$ cat src/rtl/sa_drain.sv
// sa_drain: snapshots an N x N systolic-array accumulator matrix and streams
// it out row-major over a valid/ready interface, one element per transfer.
// Optional build macro SA_DRAIN_SAT_EN: saturate each element to OUT_W bits
// instead of truncating (two's-complement wrap) to the low OUT_W bits.
//
// state | meaning
// IDLE  | no snapshot held; start loads a new snapshot
// SEND  | snapshot held; streaming elements, counter = next index to send
module sa_drain #(
  parameter int N     = 2,
  parameter int ACC   = 32,
  parameter int OUT_W = 16,
  localparam int NE    = N * N,
  localparam int IDX_W = (NE > 1) ? $clog2(NE) : 1
) (
  input  logic                                  clk,
  input  logic                                  rst,
  input  logic                                  start,
  input  logic signed [N-1:0][N-1:0][ACC-1:0]   acc_in,
  output logic                                  busy,
  output logic                                  out_valid,
  input  logic                                  out_ready,
  output logic signed [OUT_W-1:0]               out_data,
  output logic [IDX_W-1:0]                      out_idx,
  output logic                                  out_last,
  output logic                                  done,
  output logic                                  drop_err
);

  typedef enum logic {IDLE = 1'b0, SEND = 1'b1} state_t;

  localparam logic [IDX_W-1:0] LAST_IDX = IDX_W'(NE - 1);

`ifdef SA_DRAIN_SAT_EN
  localparam logic signed [ACC-1:0] SAT_MAX = {{(ACC-OUT_W+1){1'b0}}, {(OUT_W-1){1'b1}}};
  localparam logic signed [ACC-1:0] SAT_MIN = {{(ACC-OUT_W+1){1'b1}}, {(OUT_W-1){1'b0}}};
`endif

  state_t                  state, state_nxt;
  logic [IDX_W-1:0]        cnt;
  logic signed [ACC-1:0]   snap [NE];
  logic signed [ACC-1:0]   elem;
  logic signed [OUT_W-1:0] elem_conv;
  logic                    load, xfer, last_xfer;

  // Next-state decode: IDLE accepts start, SEND advances on each accepted transfer.
  always_comb begin
    state_nxt = state;
    load      = 1'b0;
    xfer      = 1'b0;
    last_xfer = 1'b0;
    case (state)
      IDLE: begin
        if (start) begin
          load      = 1'b1;
          state_nxt = SEND;
        end
      end
      SEND: begin
        xfer = out_ready;
        if (out_ready && (cnt == LAST_IDX)) begin
          last_xfer = 1'b1;
          state_nxt = IDLE;
        end
      end
      default: state_nxt = IDLE;
    endcase
  end

  // State, element counter, done pulse and sticky drop flag.
  always_ff @(posedge clk) begin
    if (rst) begin
      state    <= IDLE;
      cnt      <= '0;
      done     <= 1'b0;
      drop_err <= 1'b0;
    end else begin
      state <= state_nxt;
      done  <= last_xfer;
      if (load) begin
        cnt <= '0;
      end else if (xfer) begin
        cnt <= cnt + 1'b1;
      end
      if ((state == SEND) && start) begin
        drop_err <= 1'b1;
      end
    end
  end

  // Snapshot buffer; left unreset since it is only visible while streaming.
  always_ff @(posedge clk) begin
    if (load) begin
      for (int r = 0; r < N; r++) begin
        for (int c = 0; c < N; c++) begin
          snap[r*N + c] <= acc_in[r][c];
        end
      end
    end
  end

  // Element select and narrowing to the output width.
  always_comb begin
    elem = snap[cnt];
`ifdef SA_DRAIN_SAT_EN
    if (elem > SAT_MAX) begin
      elem_conv = OUT_W'(SAT_MAX);
    end else if (elem < SAT_MIN) begin
      elem_conv = OUT_W'(SAT_MIN);
    end else begin
      elem_conv = OUT_W'(elem);
    end
`else
    elem_conv = OUT_W'(elem);
`endif
  end

  // Stream outputs are forced to zero outside SEND so stale snapshot data never leaks.
  always_comb begin
    busy      = (state == SEND);
    out_valid = (state == SEND);
    out_data  = (state == SEND) ? elem_conv : '0;
    out_idx   = (state == SEND) ? cnt : '0;
    out_last  = (state == SEND) && (cnt == LAST_IDX);
  end

endmodule

$ cat config.mk
export PLATFORM = sky130hd
export DESIGN_NAME = sa_drain
export DESIGN_NICKNAME = d
export VERILOG_FILES = /design/src/rtl/sa_drain.sv
export SDC_FILE = /design/constraint.sdc
export NUM_CORES = 1
export LEC_CHECK = 0
export BUFFER_PORTS_ARGS = -buffer_cell sky130_fd_sc_hd__buf_4
export CAP_MARGIN = 20
export CELL_PAD_IN_SITES_DETAIL_PLACEMENT = 0
export CELL_PAD_IN_SITES_GLOBAL_PLACEMENT = 2
export CORE_MARGIN = 4
export CORE_UTILIZATION = 26
export CTS_BUF_LIST = sky130_fd_sc_hd__clkbuf_2 sky130_fd_sc_hd__clkbuf_4 sky130_fd_sc_hd__clkbuf_8
export CTS_CLUSTER_DIAMETER = 200
export DETAILED_ROUTE_END_ITERATION = 10
export PLACE_DENSITY = 0.81
export SYNTH_ARGS = -nofsm -noshare
export SYNTH_HDL_FRONTEND = slang
export SYNTH_SLANG_ARGS = --single-unit
$ cat constraint.sdc
create_clock -name clk -period 4.05 [get_ports clk]
set_input_delay 0.81 -clock clk [delete_from_list [all_inputs] [get_ports clk]]
set_output_delay 0.81 -clock clk [all_outputs]
set_load 0.005 [all_outputs]
==> results.toml <==
[sta]
final.setup.tns_ps = 0
fin_crit_sh_pct = 77.89
rsz0062_at_grt = "false"
fin_crit_ps = 3155
drv_slew = 0
relSlewSlack_pct = 34.78
final.setup_skew_ps = 5.963
hold_violations = 0
tightest_slew_ps = 978.4
finalSetupViolations = 0
fmax_ghz = 0.3170

[setup_path]
required_ps = 3240
worstPathMaxFanout = 16
startpoint_type = "flip-flop"
critPathArrivalTime_ps = 2340
criticalPathCategory = "reg2out"
crit_path_end_kind = "output pin"

[route]
drc = 0
drt-initial-drc-count = 56
ant_nets = 0
vias = 1609
firstDrtPassIters = 4
wl_um = 5604
post_drt_via_cell_ratio = 4.179
wl_per_cell_um = 14.56

[clock_network]
numCtsBuffers = 9
cts-root-buf = "clkbuf_8"
cts-resized-gates = 0
post_cts_buffers = 0
clockBufferDepth = 2
clock_sinks = 71
cts_tree = "built"
hold_buffers = 0
insertion_delay_ps = 330
path_clk_slew_ps = 70
cts_htree_levels = 3

[synth]
netlist_instances = 150
synth_area_per_cell_um2 = 18.22
yosysWarnings = 0
syn_area_um2 = 2733
ys_seq_elements = 71
ys_types = 20
yosysSeqAreaShare_pct = 75.46
synth_fp_nets = 283

[power]
power.total_w = 0.001753
peakVddDrop_uv = 226.6
powerDensity_nw_per_um2 = 465.1
leakagePower_nw = 1.426

[layout]
syn_to_final_growth_pct = 37.96
nNetsFinal = 377
regArea_um2 = 2063
fill_cells = 991
n_antenna_cell = 0
drive_gt1_share_pct = 44.98
layout_common_cells = "91 x buf_4, 64 x edfxtp_1, 33 x mux2i_1"
multi_input_area_um2 = 561.8
layout_commonest_cell = "buf_4"

[run_status]
status = "finished clean"

[placement]
port_buffers = 90
routabilityCongestion = 0.7253
dp.final_hpwl_um = 3805

[worst_hold_path]
hp-class = "reg2reg"

[grt]
grt_pass1_vias = 1700
grt_first_pass_wirelength_um = 8645
grt_usage_pct = 9.340
grt_max_degree = 37
antenna_found_initial = 0
overflow = 0

[floorplanning]
core_um2 = 10280
die_y_um = 110.5
fp-row-count = 37
die_area_um2 = 12210
die_w_um = 110.5
io-pin-count = 155
start_util_pct = 26.59

[run]
maxCapViolations = 0
## worst max-delay path, stage by stage (launching register included)
cell      delay (ps)
dfxtp_1          710
nand2b_1         690
o22ai_1          430
buf_4            170
## final cells by class
class / count / share of cell area, %
Clock buffer: 10 / 3.485
Tap cell: 136 / 4.514
Timing Repair Buffer: 92 / 18.65
Inverter: 2 / 0.1991
Clock inverter: 6 / 3.518
Sequential cell: 71 / 54.73
Multi-Input combinational cell: 68 / 14.90
## metal layers
layer | up-vias | GRT usage [%] | routed length [um]
met5 | - | 0 | 0
met4 | 0 | 3.202 | 77
met3 | 6 | 4.110 | 319
met2 | 54 | 15.61 | 2960
met1 | 774 | 10.64 | 2246
li1 | 775 | - | -
## flip-flops by register name (all words and copies together), names as in the netlist, named ones only
name / count
busy: 1
done: 1
snap: 64
drop_err: 1
cnt: 2
## power breakdown
part / switching, W / internal (W) / total (W)
clock: 0.000258 / 0.000478 / 0.000735
sequential: 0.0000194 / 0.000846 / 0.000865
combinational: 0.0000637 / 0.0000894 / 0.000153
## cells in the mapped netlist
cell type,count,area (um2)
dfxtp_1,7,140.1
mux2i_1,33,330.3
ha_1,1,12.51
edfxtp_1,64,1922
a211oi_1,4,30.03
buf_8,1,15.01
nand2_1,2,7.510
buf_6,3,33.78
and2_1,2,12.51
o22ai_1,16,100.1
buf_4,2,15.01
nor2_1,3,11.26
buf_2,1,5.000
and2_4,1,8.760
nand2b_1,1,6.260
buf_12,2,40.04
a21oi_1,3,15.01
a21oi_2,1,8.760
nor2_4,1,11.26
inv_1,2,7.510
## final timing paths
path | startpoint | endpoint | slack (ps) | cells after the start
min | drop_err$_SDFFE_PP0P_ | drop_err$_SDFFE_PP0P_ | 470 | 2
max | busy$_SDFF_PP0_ | out_data[14] | 900 | 3
min reg2reg | drop_err$_SDFFE_PP0P_ | drop_err$_SDFFE_PP0P_ | 470 | 2
max reg2reg | busy$_SDFF_PP0_ | snap[3][14]$_DFFE_PP_ | 2150 | 2
## through the flow
step	instances	setup slack, ps	util, %	area [um2]	hold slack [ps]
final	385	895.3	36.68	3770	470.9
after global routing	385	747.6	36.68	3770	529.2
after CTS	385	876.9	36.68	3770	480.4
after detailed placement	369	1275	34.11	3506	461.1
after global placement	369	1288	34.11	3506	448.5
after floorplan	150	8.898	-	2733	460.4
## kinds of logic after synthesis
group	synth area share, %
AOI/OAI and AO/OA	5.632
muxes	12.09
buffers and inverters	4.258
and+or+nand+nor	2.106
DFF	75.46
adders and majority gates	0.4578
(Power assumes the default switching activity.)
